===== config.mk =====
export PLATFORM = sky130hd
export DESIGN_NAME = accu_dump_ctrl
export DESIGN_NICKNAME = d
export VERILOG_FILES = /design/src/rtl/accu_dump_ctrl.sv
export SDC_FILE = /design/constraint.sdc
export NUM_CORES = 1
export LEC_CHECK = 0
export CAP_MARGIN = 10
export CORE_MARGIN = 1
export CORE_UTILIZATION = 44
export DETAILED_ROUTE_END_ITERATION = 10
export PLACE_DENSITY = 0.79
export SYNTH_ARGS = -nofsm -noshare
export SYNTH_HDL_FRONTEND = slang
export SYNTH_SLANG_ARGS = --single-unit

===== constraint.sdc =====
create_clock -name clk -period 1.8 [get_ports clk]
set_input_delay 0.36 -clock clk [delete_from_list [all_inputs] [get_ports clk]]
set_output_delay 0.36 -clock clk [all_outputs]
set_load 0.005 [all_outputs]

===== src/rtl/accu_dump_ctrl.sv =====
// Integrate-and-dump controller: gates an external Accumulator, counts accepted samples and
// hands each frame's sum (N samples, or fewer on flush) to a valid/ready holding register.
module accu_dump_ctrl #(
  parameter int W = 16,
  parameter int N = 8
) (
  input  logic            clk,
  input  logic            rst,
  input  logic            run_i,
  input  logic            flush_i,
  input  logic            in_valid_i,
  output logic            in_ready_o,
  output logic            acc_en_o,
  output logic            acc_clr_o,
  input  logic [W-1:0]    acc_i,
  output logic [W-1:0]    out_data_o,
  output logic [$clog2(N+1)-1:0] out_count_o,
  output logic            out_partial_o,
  output logic            out_valid_o,
  input  logic            out_ready_i
);

  localparam int CW = $clog2(N+1);
  localparam logic [CW-1:0] N_C    = CW'(N);
  localparam logic [CW-1:0] LAST_C = CW'(N - 1);

  typedef enum logic [1:0] {
    IDLE  = 2'd0,
    ACCUM = 2'd1,
    DUMP  = 2'd2
  } state_t;

  state_t          state_q, state_d;
  logic [CW-1:0]   count_q, count_d;
  logic [W-1:0]    out_data_q, out_data_d;
  logic [CW-1:0]   out_count_q, out_count_d;
  logic            out_partial_q, out_partial_d;
  logic            out_valid_q, out_valid_d;
  logic            accept_s;
  logic            slot_free_s;

  // Next-state, handshake and accumulator-control decode.
  always_comb begin
    state_d       = state_q;
    count_d       = count_q;
    out_data_d    = out_data_q;
    out_count_d   = out_count_q;
    out_partial_d = out_partial_q;
    out_valid_d   = out_valid_q & ~out_ready_i;
    in_ready_o    = 1'b0;
    acc_en_o      = 1'b0;
    acc_clr_o     = 1'b0;
    accept_s      = 1'b0;
    slot_free_s   = ~out_valid_q | out_ready_i;

    case (state_q)
      IDLE: begin
        acc_clr_o = 1'b1;
        count_d   = {CW{1'b0}};
        if (run_i) begin
          state_d = ACCUM;
        end else begin
          state_d = IDLE;
        end
      end
      ACCUM: begin
        in_ready_o = 1'b1;
        accept_s   = in_valid_i;
        acc_en_o   = accept_s;
        if (accept_s) begin
          count_d = count_q + CW'(1);
        end else begin
          count_d = count_q;
        end
        // A flush only closes a frame that holds at least one sample (possibly this one).
        if (accept_s && (count_q == LAST_C)) begin
          state_d = DUMP;
        end else if (flush_i && ((count_q != {CW{1'b0}}) || accept_s)) begin
          state_d = DUMP;
        end else begin
          state_d = ACCUM;
        end
      end
      DUMP: begin
        if (slot_free_s) begin
          out_data_d    = acc_i;
          out_count_d   = count_q;
          out_partial_d = (count_q != N_C);
          out_valid_d   = 1'b1;
          acc_clr_o     = 1'b1;
          count_d       = {CW{1'b0}};
          if (run_i) begin
            state_d = ACCUM;
          end else begin
            state_d = IDLE;
          end
        end else begin
          state_d = DUMP;
        end
      end
      default: begin
        state_d = IDLE;
        count_d = {CW{1'b0}};
      end
    endcase
  end

  // State, sample counter and output holding register.
  always_ff @(posedge clk or posedge rst) begin
    if (rst) begin
      state_q       <= IDLE;
      count_q       <= {CW{1'b0}};
      out_data_q    <= {W{1'b0}};
      out_count_q   <= {CW{1'b0}};
      out_partial_q <= 1'b0;
      out_valid_q   <= 1'b0;
    end else begin
      state_q       <= state_d;
      count_q       <= count_d;
      out_data_q    <= out_data_d;
      out_count_q   <= out_count_d;
      out_partial_q <= out_partial_d;
      out_valid_q   <= out_valid_d;
    end
  end

  assign out_data_o    = out_data_q;
  assign out_count_o   = out_count_q;
  assign out_partial_o = out_partial_q;
  assign out_valid_o   = out_valid_q;

endmodule

# Word level (Yosys, flattened, before mapping)
# Cells that the tools add are included.
[totals]
regBits = 28
input_bits = 22
output_inout_bits = 25
word_cells = 38
[op_classes]
n_addsub = 1
eq_ne = 6
muxes = 14
bitwise = 4
reduce_logical = 7
[ops]
columns = ["operator", "count"]
rows = [
  ["4-bit two-way mux", 2],
  ["4-bit one-hot mux with 2 select lines", 1],
  ["1-bit two-way mux", 6],
  ["2-bit two-way mux", 3],
  ["2-bit one-hot mux with 3 select lines", 1],
  ["4-bit by 1-bit adder with 4-bit output (second input constant)", 1],
  ["4-bit by 3-bit == test with 1-bit output (second input constant)", 1],
  ["2-bit != test (second input constant)", 2],
  ["4-bit != test (second input constant)", 1],
  ["2-bit AND reduction", 2],
  ["4-bit nonzero test", 1],
  ["2-bit by 1-bit == test with 1-bit output (second input constant)", 1],
  ["2-bit == test (second input constant)", 1],
  ["1-bit logical AND", 2],
  ["2-bit zero test", 1],
  ["1-bit inverter", 2],
  ["1-bit one-hot mux with 2 select lines", 1],
  ["1-bit AND", 1],
  ["1-bit logical OR", 1],
  ["1-bit OR", 1],
]

# Logic depth before layout (Yosys ltp)
[logic_depth]
ltp_word = 6
depth_mapped = 5

# Worst setup path before layout
# Ideal clock, no wire load.
[synth_timing]
path_type = "register to register"
startpoint = "register count_q[0]"
endpoint = "register out_partial_q (netlist: out_partial_o)"
setup_ns = 0.125
t_arrival_ns = 1.168
t_required_ns = 1.675
slack_ns = 0.506
path_stages_with_launch = 6
n_path_buf = 0
cell_sequence = "dfrtp_1 > inv_1 > ha_1 > inv_1 > or3_1 > mux2_4"
[synth_via]
elab_chain_cells = 1
[synth_lines]
columns = ["element", "line_no", "text"]
rows = [
  ["start: declaration", "34", "logic [CW-1:0] count_q, count_d;"],
  ["start signal: assignment", "112", "count_q <= {CW{1'b0}};"],
  ["start signal: assignment", "119", "count_q <= count_d;"],
  ["4-bit != test", "88", "out_partial_d = (count_q != N_C);"],
  ["end signal: assignment", "122", "out_partial_q <= out_partial_d;"],
  ["end: declaration", "37", "logic out_partial_q, out_partial_d;"],
]
# No other way between the ends.
# A chain may end at the register's enable or synchronous reset.

# Worst setup path in the final report
[layout_timing]
startpoint = "register state_q[0]"
endpoint = "output acc_en_o"
[layout_via]
elab_chain_cells = 2
[layout_lines]
columns = ["element", "line_no", "text"]
rows = [
  ["start: declaration", "33", "state_t state_q, state_d;"],
  ["start signal: assignment", "118", "state_q <= state_d;"],
  ["2-bit by 1-bit == test with 1-bit output", "56", "case (state_q)"],
  ["1-bit two-way mux", "56", ""],
  ["end: declaration", "13", "output logic acc_en_o,"],
]
# No other way between the ends.

==> flow_summary_export.csv <==
group,metric,value,unit
run_status,status,"finished, final reports clean",
synth,seq_area_frac_synth,54.26,%
synth,netlist_top_cells_count,"dfrtp_1 (28), mux2_4 (20), inv_1 (4), o21ai_0 (4)",
placed_design,dpl_cell_area,0.001853,mm2
synth,yosysTopAreaCell,"dfrtp_1",
global_routing,antenna_found_initial,0,
global_routing,grt_max_degree,29,
timing,fmax,595.3,MHz
synth,synth.area.top_cells,"dfrtp_1 (54%), mux2_4 (23%), ha_1 (1.9%)",
placed_design,numPortBuffers,46,
setup_path,reg2reg_from,"out_valid_o$_DFF_PP0_",
setup_path,rr_worst_depth,5,
power,power.leakage,0.8619,nW
clocking,cts_tree,"yes",
synth,synth_edf_count,0,
detailed_routing,routed_wl,2523,um
clocking,clock-sinks,28,
synth,synth.top_cell.area_share,54.26,%
global_routing,grt.overflow.total,0,
final_layout,layout.nets,167,
timing,slew_headroom,76.77,%
power,p_int,1.994,mW
timing,layout_min_cycle_time,1680,ps
power,swShare,27.63,%
synth,synth.most_common_cell,"dfrtp_1",
clocking,htreeDepth,1,
synth,ys_warn_count,0,
timing,finalSetupTns,0,ps
global_routing,grt_usage,17.12,%
synth,ys_seq_elements,28,
min_path,holdCritPathClass,"in -> async",
setup_path,crit_fanout,4,
setup_path,crit_chain,"nand2b_4 > inv_2 > and2_4 > dlygate4sd2_1",
final_layout,nFillCells,196,
synth,yosysUniqueCellTypes,28,
detailed_routing,drtPass1Iterations,4,
setup_path,cpPeakStageDelay,460,ps
flow_run,maxCapViolCount,0,
clocking,hold_buffers,0,
detailed_routing,drc,0,
timing,post-route-period-util,93.33,%
power,pwr-share-seq,38.7,%
setup_path,end_kind,"output pin",
floorplanning,die_y,56.17,um
clocking,worstSkewPairLatency,320,ps
floorplanning,die_area,0.003155,mm2
clocking,path_clk_slew,140,ps
clocking,root_buffer,"clkbuf_4",
floorplanning,io_pins,47,
detailed_routing,wl_per_cell,14.58,um
detailed_routing,drt_iter0_drc,22,
clocking,post_cts_buffers,0,
floorplanning,std_cell_rows,19,
synth,syn_area,0.001291,mm2
final_layout,area_growth,47.00,%
final_layout,n_antenna_cell,0,
clocking,cts_buffers,3,
detailed_routing,vias,890,
timing,worstMarginPinSlew,348.5,ps
synth,syn_area_per_cell,15.01,um2
synth,ys.flop_type,"dfrtp_1",
timing,finalSetupViolations,0,
global_routing,grt_pass1_vias,966,
setup_path,r2r_slack,310,ps
setup_path,crit_type,"reg -> out",
clocking,cts_buffer_depth,2,
final_layout,seqCellArea,700.7,um2
floorplanning,die_x,56.17,um
setup_path,cp.required,1440,ps
power,clockPowerShare,10.8,%
timing,skew,6.285,ps
setup_path,crit_family,"flip-flops",
placed_design,place_hpwl,1928,um
floorplanning,initial_core_util,46.82,%
setup_path,cp_slowest_cell,"dfrtp_1",
synth,synthesis.nets,110,
detailed_routing,ant_nets,0,
power,combPwrFrac,50.5,%
power,p_per_area,1452,mW/mm2
power,irDropWorstVdd,1.018,mV
timing,slew_viol_final,0,
setup_path,critPathArrivalTime,1320,ps
synth,synth_cells,86,
timing,hold_viol,0,
final_layout,design_area,0.001898,mm2
final_layout,drive_gt1_share,30.28,%
detailed_routing,viasPerCell,5.145,
setup_path,timing.rr.end,"out_data_o[5]$_DFFE_PP0P_",
floorplanning,coreArea,0.002758,mm2
setup_path,path_buf_inv,2,
power,p_switching,0.7615,mW
setup_path,crit_path_start_kind,"register",
final_layout,multi_input_area,554.3,um2
synth,async_flop_share,100.0,%
global_routing,grt_pass1_wl,4209,um
timing,rsz0062_at_grt,"false",
placed_design,gp_congestion,0.7526,
==> cells by family (layout without fill, tap and decap cells) <==
| group | Yosys count | count (layout) | share of synthesized area [%] |
|---|---|---|---|
| buf+inv | 8 | 64 | 3.488 |
| simple gates | 13 | 13 | 8.335 |
| fa+ha+maj | 2 | 2 | 1.938 |
| mux | 22 | 22 | 25.00 |
| flops | 28 | 28 | 54.26 |
| compound gates | 13 | 13 | 6.977 |
==> stage by stage <==
stage	total power [mW]	setup slack, ps	hold WS (ps)	utilization [%]	cells
5_1_grt	2.927	45.45	419.0	68.83	173
2_1_floorplan	1.728	506.4	425.4	-	86
6_report	2.756	120.1	389.9	68.83	173
3_5_place_dp	2.480	-184.1	497.5	67.20	169
3_3_place_gp	2.423	-175.9	490.3	67.20	169
4_1_cts	2.795	2.473	392.4	68.74	173
==> power by group through the flow <==
stage / clock network, mW / registers (mW) / logic [mW]
global placement: 0 / 1.05 / 1.37
floorplan: 0 / 1.07 / 0.654
detailed placement: 0 / 1.08 / 1.40
CTS: 0.311 / 1.07 / 1.42
finish: 0.297 / 1.07 / 1.39
global route: 0.339 / 1.10 / 1.48
==> cell type report <==
| type | count | area share [%] |
|---|---|---|
| timing repair buffer | 54 | 28.74 |
| clock buffer | 4 | 1.912 |
| tap | 31 | 2.044 |
| sequential | 28 | 36.91 |
| multi-input combinational | 50 | 29.20 |
| inverter | 6 | 1.187 |
==> cell usage in the layout, fill, tap and decap left out <==
cell / Yosys / final
mux2_4: 20 / 20
clkbuf_8: 0 / 1
a32o_1: 1 / 1
o41ai_1: 1 / 1
nor2_4: 1 / 1
and2_4: 1 / 1
nand2b_1: 1 / 1
buf_12: 0 / 2
and3b_2: 1 / 1
o22ai_1: 2 / 2
and2_1: 1 / 1
a21boi_0: 1 / 1
a22o_1: 2 / 2
nand2b_4: 1 / 2
inv_1: 4 / 4
a21oi_2: 0 / 1
o21ai_0: 4 / 4
mux2_2: 2 / 2
nor2b_1: 1 / 1
nor2b_2: 1 / 1
nand2_1: 1 / 1
inv_2: 2 / 2
a41oi_1: 1 / 1
nand4_1: 1 / 1
ha_1: 2 / 2
buf_4: 0 / 6
dlymetal6s2s_1: 0 / 1
or3_1: 1 / 1
nand4bb_1: 1 / 1
dfrtp_1: 28 / 28
clkbuf_4: 0 / 3
dlygate4sd2_1: 0 / 2
clkdlybuf4s50_1: 0 / 43
==> worst max-delay path by stage <==
stage / start / to / slack [ps] / cells past startpoint
after CTS: state_q[1]$_DFF_PP0_ / in_ready_o / 2 / 3
after global routing: out_valid_o$_DFF_PP0_ / acc_clr_o / 50 / 3
after detailed placement: out_ready_i / acc_clr_o / -180 / 4
after global placement: out_ready_i / acc_clr_o / -180 / 4
after floorplan: count_q[0]$_DFFE_PP0P_ / out_partial_o$_DFFE_PP0P_ / 510 / 5
final: state_q[0]$_DFF_PP0_ / acc_en_o / 120 / 4
==> repair_timing <==
item                       CTS  global route
setup endpoints to repair    3             1
pin swaps                    0             0
resized for setup            4             1
==> metal layers <==
metal | vias to the layer above | track usage [%] | routed length, um
met4 | 0 | 5.226 | 10
met5 | - | 0 | 0
met2 | 28 | 33.16 | 1370
met3 | 2 | 3.721 | 139
met1 | 439 | 18.18 | 1003
li1 | 421 | - | -
==> worst min-delay path: stages <==
cell	delay (ps)
clkdlybuf4s50_1	400
inv_1	60
buf_4	320
==> flip-flops by register name, summed over array words and instances (netlist names) <==
signal and count:
count_q 4, out_count_o 4, out_data_o 16, out_partial_o 1, out_valid_o 1, state_q 2
Note: power is estimated with default switching activity, not from simulation.
